File: src/rtl/lab_nios_system_led_pio_blink.sv
// Avalon-MM LED output PIO with atomic SET/CLEAR/TOGGLE and per-bit hardware blink.
// Optional PWM brightness (BRIGHT register, addr 6) is built when LED_PIO_PWM_EN is defined.
module lab_nios_system_led_pio_blink #(
  parameter int               WIDTH        = 9,
  parameter int               PRESCALE_DIV = 50000,
  parameter int               PERIOD_W     = 16,
  parameter logic [WIDTH-1:0] RESET_VALUE  = '0
) (
  input  logic             clk,
  input  logic             reset,
  input  logic [2:0]       address,
  input  logic             chipselect,
  input  logic             write_n,
  input  logic [31:0]      writedata,
  output logic [31:0]      readdata,
  output logic [WIDTH-1:0] out_port
);

  localparam int PRE_W = (PRESCALE_DIV > 1) ? $clog2(PRESCALE_DIV) : 1;
  localparam logic [PRE_W-1:0] PRE_LAST = PRE_W'(PRESCALE_DIV - 1);

  localparam logic [2:0] A_DATA   = 3'd0;
  localparam logic [2:0] A_BLINK  = 3'd1;
  localparam logic [2:0] A_PERIOD = 3'd2;
  localparam logic [2:0] A_SET    = 3'd3;
  localparam logic [2:0] A_CLEAR  = 3'd4;
  localparam logic [2:0] A_TOGGLE = 3'd5;
  localparam logic [2:0] A_BRIGHT = 3'd6;
  localparam logic [2:0] A_STATUS = 3'd7;

  logic [WIDTH-1:0]    data;
  logic [WIDTH-1:0]    blink;
  logic [PERIOD_W-1:0] period;
  logic                phase;
  logic [PRE_W-1:0]    pre_cnt;
  logic [PERIOD_W-1:0] per_cnt;
  logic                wr;
  logic                period_wr;
  logic                tick;
  logic [WIDTH-1:0]    wd;
  logic [WIDTH-1:0]    out_nxt;
  logic                unused_bits;

  assign wr          = chipselect && !write_n;
  assign period_wr   = wr && (address == A_PERIOD);
  assign tick        = (pre_cnt == PRE_LAST);
  assign wd          = writedata[WIDTH-1:0];
  assign unused_bits = &{1'b0, writedata};

  always_ff @(posedge clk) begin
    if (reset) begin
      data   <= RESET_VALUE;
      blink  <= '0;
      period <= '0;
    end else if (wr) begin
      case (address)
        A_DATA:   data   <= wd;
        A_BLINK:  blink  <= wd;
        A_PERIOD: period <= writedata[PERIOD_W-1:0];
        A_SET:    data   <= data | wd;
        A_CLEAR:  data   <= data & ~wd;
        A_TOGGLE: data   <= data ^ wd;
        default:  ;
      endcase
    end
  end

  // A PERIOD write restarts the blink in phase 1 and wins over any coincident tick or flip.
  always_ff @(posedge clk) begin
    if (reset || period_wr) begin
      pre_cnt <= '0;
      per_cnt <= '0;
      phase   <= 1'b1;
    end else begin
      pre_cnt <= tick ? '0 : pre_cnt + PRE_W'(1);
      if (period == '0) begin
        per_cnt <= '0;
        phase   <= 1'b1;
      end else if (tick) begin
        if (per_cnt == period - PERIOD_W'(1)) begin
          per_cnt <= '0;
          phase   <= ~phase;
        end else begin
          per_cnt <= per_cnt + PERIOD_W'(1);
        end
      end
    end
  end

`ifdef LED_PIO_PWM_EN
  logic [7:0] bright;
  logic [7:0] pwm_cnt;
  logic       pwm_on;

  always_ff @(posedge clk) begin
    if (reset) begin
      bright  <= 8'hFF;
      pwm_cnt <= 8'h00;
    end else begin
      pwm_cnt <= pwm_cnt + 8'd1;
      if (wr && (address == A_BRIGHT)) bright <= writedata[7:0];
    end
  end

  // 0xFF means fully on, so the compare alone would leave one dark slot per 256.
  assign pwm_on  = (pwm_cnt < bright) || (bright == 8'hFF);
  assign out_nxt = data & (~blink | {WIDTH{phase}}) & {WIDTH{pwm_on}};
`else
  assign out_nxt = data & (~blink | {WIDTH{phase}});
`endif

  always_ff @(posedge clk) begin
    if (reset) out_port <= RESET_VALUE;
    else       out_port <= out_nxt;
  end

  always_comb begin
    readdata = '0;
    case (address)
      A_DATA:   readdata[WIDTH-1:0]    = data;
      A_BLINK:  readdata[WIDTH-1:0]    = blink;
      A_PERIOD: readdata[PERIOD_W-1:0] = period;
`ifdef LED_PIO_PWM_EN
      A_BRIGHT: readdata[7:0]          = bright;
`endif
      A_STATUS: readdata[1:0]          = {tick, phase};
      default:  readdata               = '0;
    endcase
  end

endmodule

File: config.mk
export PLATFORM = sky130hd
export DESIGN_NAME = lab_nios_system_led_pio_blink
export DESIGN_NICKNAME = d
export VERILOG_FILES = /design/src/rtl/lab_nios_system_led_pio_blink.sv
export SDC_FILE = /design/constraint.sdc
export NUM_CORES = 1
export LEC_CHECK = 0
export ABC_AREA = 1
export CAP_MARGIN = 15
export CORE_MARGIN = 2
export CORE_UTILIZATION = 50
export CTS_BUF_LIST = sky130_fd_sc_hd__clkbuf_8 sky130_fd_sc_hd__clkbuf_16
export DETAILED_ROUTE_END_ITERATION = 12
export PLACE_DENSITY = 0.76
export SETUP_SLACK_MARGIN = 0.5
export SLEW_MARGIN = 20
export SYNTH_ARGS = -nofsm -noshare
export SYNTH_HDL_FRONTEND = slang
export SYNTH_SLANG_ARGS = --single-unit
File: constraint.sdc
create_clock -name clk -period 2.3 [get_ports clk]
set_input_delay 0.46 -clock clk [delete_from_list [all_inputs] [get_ports clk]]
set_output_delay 0.46 -clock clk [all_outputs]
set_load 0.005 [all_outputs]
==> metrics.txt, run 1 <==
Hold Fails Final Rpt=0; H-Tree Depth=3; synthesized instance count=between 600 and 700; Crit Reg-Reg Startpoint=period[1]$_SDFFE_PP0P_; f_max=0.501 GHz; clock skew=0.0135 ns; startpoint class of the critical path=flip-flop; Global Route Usage Sum=0.270; Syn Area/Cell=6.96 um^2; initial antenna violation count=0; Core Area=8720 um^2; synth-to-layout area growth=35.3%; Reg2Reg Capture Point=per_cnt[1]$_SDFFE_PP0N_; total wire length=13400 um; vias in the first global route=4670; clock tree buffer depth=2; Buffers on Ports=47; first-pass GRT wire length=21600 um; Worst VDD drop=between 0.0003 and 0.0004 V; DR vias=4737; number of DRC markers in iteration 0=just under 300; Worst setup EP type=output port; crit path kind=flip-flop to output port; most numerous cell in the Yosys netlist=nand2_1; DRC=0; Area contributors post-synth=dfxtp_1 34%, nand2_1 11%, inv_1 7.0%, ha_1 5.8%, a21oi_1 5.8%; RePlAce Congestion=~0.9; top cell type's share of synthesized area=0.338; Design Power=around 3.0 mW; clock slew at reported path FFs=0.07 ns; Post-Syn Area=4500 um^2; drt wl/cell=15.4 um; RSZ-0062 raised after global routing=yes; dpl hpwl=8810 um; number of synthesized register bits=76; I/O pins=80; ANT cells=0; Worst Hold End=pre_cnt[0]$_SDFF_PP0_; Hold Path Stages=1; CP max FO=3; hold wc startpoint=pre_cnt[0]$_SDFF_PP0_; # clock sinks=76; PnR worst setup slack=0.303 ns; Initial Utilization=0.516; Final ANT Viol Nets=0; layout cells sized above 1=0.264; Critical Path RT=between 1.5 and 2 ns; share of flip-flops with an asynchronous set or reset=0; area of the die=between 9000 and 10000 um^2; chip height=98.9 um; vias per inst=5.43; DRT Pass-1 Iters=5; P_leak=about 2.7 nW; Yosys top cell by area=dfxtp_1; Worst-Skew Late Latency=0.35 ns; top cells by count, synth=134 x nand2_1, 84 x inv_1, 76 x dfxtp_1; Main synth FF type=dfxtp_1; status=finished clean; largest net degree at the start of global routing=36; R2R setup slack=0.37 ns; Slew Viols, Final=0; DIE WIDTH=98.9 um; number of max-cap violations=0; min Tclk post-route=~2 ns; clk root buf=clkbuf_8; hold buffers post-CTS=0; GRT overflow=0; CP arrival=1.54 ns; synth warn=0; site row count=34; post-layout util=0.699; pwr/cell area=486 nW/um^2; Nets=a little over 800; final setup violation count=0; synth unique cells=42; Num CTS Buffers=9; worst hold-check path type=flip-flop to flip-flop; Setup WS pre-CTS=-0.416 ns; Post-synth EDFFs=0; post-synthesis sequential area ratio=0.338; TritonCTS clock tree=done; R2R depth=12; period utilization=0.868
layout by cell type, fill, tap and decap left out, types with 3 or more instances in the layout:
cell,synthesis,routed
dfxtp_2,0,14
ha_1,21,19
nand3_2,1,5
nand4_1,7,7
dlygate4sd2_1,0,5
a21oi_1,52,51
nand2_2,3,10
dfxtp_1,76,57
nor3_1,6,5
xor2_1,17,16
o2111ai_1,10,8
buf_6,0,23
inv_1,84,74
buf_4,17,45
clkinv_1,4,4
inv_4,0,3
clkbuf_8,0,9
o211ai_1,8,8
o21ai_1,1,3
xnor2_1,5,5
nor2_2,18,24
buf_2,6,8
nor2_4,2,11
nand3_1,27,23
clkdlybuf4s15_1,0,3
nand2_1,134,123
conb_1,1,16
inv_2,3,10
nand2_4,1,4
o21ai_0,43,41
o221ai_2,0,5
dfxtp_4,0,5
nand3b_1,3,3
clkdlybuf4s50_1,0,28
nor2_1,67,52
report_power, final:
part / internal, mW / total (mW) / switching, mW
clock: 0.609 / 1.13 / 0.518
sequential: 1.34 / 1.36 / 0.0269
combinational: 0.198 / 0.472 / 0.274
total: 2.15 / 2.96 / 0.819
cells by family (layout without fill, tap and decap cells):
group / count (synthesis) / count (layout) / share of synthesized area
compound gates: 127 / 127 / 0.163
other cells: 1 / 16 / 0.000833
buf+inv: 122 / 223 / 0.121
xor+xnor: 22 / 22 / 0.0428
flops: 76 / 76 / 0.338
fa+ha+maj: 21 / 21 / 0.0583
mux: 1 / 1 / 0.00222
simple gates: 277 / 278 / 0.274
repair_timing:
item	4_1_cts	5_1_grt
gates resized for setup	128	61
cloned	1	0
buffers inserted	34	10
pin swaps	27	26
setup endpoints to repair	65	47
critical path, stage by stage, from the launching register on:
cell	delay (ns)
dfxtp_4	0.37
ha_4	0.14
nand4_1	0.16
nor2_4	0.20
nand2_2	0.10
o2111ai_2	0.08
buf_2	0.15
final cells by class:
| class | instances | area, um^2 |
|---|---|---|
| tap | 108 | 135 |
| timing repair buffer | 116 | 1050 |
| clock buffer | 9 | 124 |
| multi-input combinational | 465 | 2780 |
| fill | 710 | 2630 |
| inverter | 91 | 353 |
| sequential | 76 | 1560 |
| clock inverter | 7 | 91.3 |
how the worst max path moves through the flow:
stage / start / to / cells past startpoint
detailed placement: address[1] / readdata[4] / 5
floorplan: period[1]$_SDFFE_PP0P_ / per_cnt[13]$_SDFFE_PP0N_ / 13
global route: period[0]$_SDFFE_PP0P_ / per_cnt[1]$_SDFFE_PP0N_ / 12
global placement: address[1] / readdata[4] / 5
CTS: pre_cnt[10]$_SDFF_PP0_ / readdata[1] / 8
finish: pre_cnt[0]$_SDFF_PP0_ / readdata[1] / 6
state kept, by name (all words and copies together) (netlist names):
name,count
out_port,9
phase,1
period,16
pre_cnt,16
blink,9
data,9
per_cnt,16
metrics by stage:
step / TNS (ns) / hold slack [ns] / instances / area, um^2
3_3_place_gp: -4.62 / 0.431 / 811 / 5170
4_1_cts: 0 / 0.442 / 862 / 5850
3_5_place_dp: -5.42 / 0.441 / 811 / 5170
5_1_grt: 0 / 0.456 / 872 / 6100
6_report: 0 / 0.447 / 872 / 6100
2_1_floorplan: 0 / 0.418 / 662 / 4560
per-layer routing:
metal / vias up / global-route usage / part of all wire
li1: 2298 / - / -
met4: 0 / 0.107 / 0.029
met5: - / 0 / 0
met3: 43 / 0.0397 / 0.052
met2: 185 / 0.495 / 0.51
met1: 2211 / 0.315 / 0.41
Note: power is estimated with default switching activity, not from simulation.
==> run 2, diff against run 1 <==
--- a/config.mk
+++ b/config.mk
@@ -7,10 +7,10 @@
 export LEC_CHECK = 0
 export ABC_AREA = 1
 export CAP_MARGIN = 15
-export CORE_MARGIN = 2
 export CORE_UTILIZATION = 50
 export CTS_BUF_LIST = sky130_fd_sc_hd__clkbuf_8 sky130_fd_sc_hd__clkbuf_16
 export DETAILED_ROUTE_END_ITERATION = 12
+export GPL_ROUTABILITY_DRIVEN = 0
 export PLACE_DENSITY = 0.76
 export SETUP_SLACK_MARGIN = 0.5
 export SLEW_MARGIN = 20
==> run 2 against run 1 <==
Net effect:
- global-route usage increased by 1.1 points
- clock-buffer cell count rose by 2
- non-clock buffer count fell by 2
- cell count shrank 0.11%
- sequential power about the same
- register-to-register slack about the same
- via count rose by 1.4%
- clock skew up 0.0031 ns
- flip-flop and latch count unchanged
- critical endpoint unchanged
==> metrics.txt, run 2 (same netlist as run 1, synthesis figures left out) <==
Nets=818; most common cell after layout, fill and taps aside=nand2_1; Psw=0.823 mW; sequential cell area=1550 um^2; pwr/cell area=489 nW/um^2; post-layout util=0.687; largest net degree at the start of global routing=36; first-pass GRT wire length=21500 um; # clock sinks=76; Worst-Skew Late Latency=0.36 ns; Largest regs=per_cnt x16, period x16, pre_cnt x16; clock share of power=0.366; Sw Share=0.281; area of the multi-input gates=2760 um^2; status=finished clean; number of DRC markers in iteration 0=298; chip height=a little under 100 um; Slew HR=0.667; GRT overflow=0; Critical Path RT=1.84 ns; synth-to-layout area growth=33.1%; Buffers on Ports=47; Core Area=8720 um^2; P_leak=2.61 nW; DRC=0; Pint=2.11 mW; RSZ-0062 raised after global routing=yes; Worst setup EP type=output port; I/O pins=80; total wire length=13600 um; clk root buf=clkbuf_8; min Tclk post-route=1.98 ns; layout cells sized above 1=0.253; worst hold-check path type=flip-flop to flip-flop; DR vias=around 4800; clock skew=0.0166 ns; ANT cells=0; initial antenna violation count=0; DRT Pass-1 Iters=7; Num CTS Buffers=9; Setup Total Neg Slack=0 ns; number of max-cap violations=0; period utilization=0.862; area of the die=between 9000 and 10000 um^2; Initial Utilization=0.516; Final ANT Viol Nets=0; crit path kind=flip-flop to output port; Worst VDD drop=roughly 0.00044 V; clock slew at reported path FFs=0.09 ns; dpl hpwl=8640 um; TritonCTS clock tree=done; H-Tree Depth=3; final setup violation count=0; combinational fraction of design power=0.168; CP max FO=3; slew at the pin closest to its max-slew limit=just under 0.5 ns; sequential share of power=0.466; CP arrival=1.52 ns; Design Power=2.93 mW; vias in the first global route=4661; Hold Fails Final Rpt=0; f_max=0.504 GHz; drt wl/cell=15.6 um; Post-DP Area=5170 um^2; design area=between 5000 and 6000 um^2; Global Route Usage Sum=0.281; FILL cells=approximately 680; site row count=34; vias per inst=~5.5; worst hold slack=roughly 0.47 ns; hold buffers post-CTS=0; crit-path cells=ha_4, nand4_1, nor2_4, nand2_2, o2111ai_2, buf_2; DIE WIDTH=96.9 um; commonest non-fill, non-tap cells in the layout=128 x nand2_1, 75 x inv_1, 62 x dfxtp_1, 56 x buf_4, 52 x a21oi_1; CP max stage delay=0.35 ns; startpoint class of the critical path=flip-flop; CP max-delay cell=dfxtp_2; clock tree buffer depth=2; Slew Viols, Final=0
run 2: final cells by class:
cell class	instances	area share
clock buffers	11	0.0253
multi-input cells	466	0.461
flip-flops and latches	76	0.258
clock inverters	5	0.00981
well taps	108	0.0225
repair buffers	114	0.165
inverters	91	0.0585
run 2: through the flow:
step | instances | worst slack (ns)
finish | 871 | 0.318
global route | 871 | 0.180
CTS | 852 | 0.335
detailed placement | 812 | -0.421
global placement | 812 | -0.411
floorplan | 662 | 0.509
run 2: power groups by stage:
| stage | registers (mW) | logic (mW) | clock network [mW] |
|---|---|---|---|
| 5_1_grt | 1.37 | 0.540 | 1.13 |
| 4_1_cts | 1.36 | 0.443 | 1.08 |
| 2_1_floorplan | 1.39 | 0.268 | 0 |
| 6_report | 1.37 | 0.492 | 1.07 |
| 3_3_place_gp | 1.39 | 0.382 | 0 |
| 3_5_place_dp | 1.40 | 0.393 | 0 |
run 2: final timing paths:
check / from / end / slack (ns) / depth (start not counted)
setup / recovery: pre_cnt[1]$_SDFF_PP0_ / readdata[1] / 0.32 / 6
hold / removal: blink[1]$_SDFFE_PP0P_ / out_port[1]$_SDFF_PP0_ / 0.47 / 1
setup reg to reg: period[1]$_SDFFE_PP0P_ / per_cnt[8]$_SDFFE_PP0N_ / 0.38 / 13
hold reg to reg: blink[1]$_SDFFE_PP0P_ / out_port[1]$_SDFF_PP0_ / 0.47 / 1
run 2: per-layer routing:
| metal | routed length [um] | global-route usage | vias up |
|---|---|---|---|
| met5 | 0 | 0 | - |
| met4 | 575 | 0.140 | 0 |
| met3 | 953 | 0.0448 | 57 |
| met2 | 6660 | 0.505 | 221 |
| met1 | 5370 | 0.320 | 2226 |
| li1 | - | - | 2300 |
run 2: critical path: cells and delay by family (launching register included):
family	cells	cell delay, ns
compound gates	1	0.06
fa+ha+maj	1	0.14
buf+inv	1	0.14
simple gates	3	0.48
flops	1	0.35
run 2: what timing repair did:
item | 4_1_cts | 5_1_grt
endpoints found under the setup margin | 65 | 53
resized for setup | 114 | 49
hold endpoints to repair | 0 | 0
setup buffers | 22 | 19
cloned | 2 | 0
pin swaps | 21 | 15
==> run 3, diff against run 2 <==
--- a/config.mk
+++ b/config.mk
@@ -13,7 +13,7 @@
 export GPL_ROUTABILITY_DRIVEN = 0
 export PLACE_DENSITY = 0.76
 export SETUP_SLACK_MARGIN = 0.5
-export SLEW_MARGIN = 20
+export SLEW_MARGIN = 30
 export SYNTH_ARGS = -nofsm -noshare
 export SYNTH_HDL_FRONTEND = slang
 export SYNTH_SLANG_ARGS = --single-unit
==> results of run 3 <==
Same layout as run 2: the final DEF is identical, and so are final timing and power.
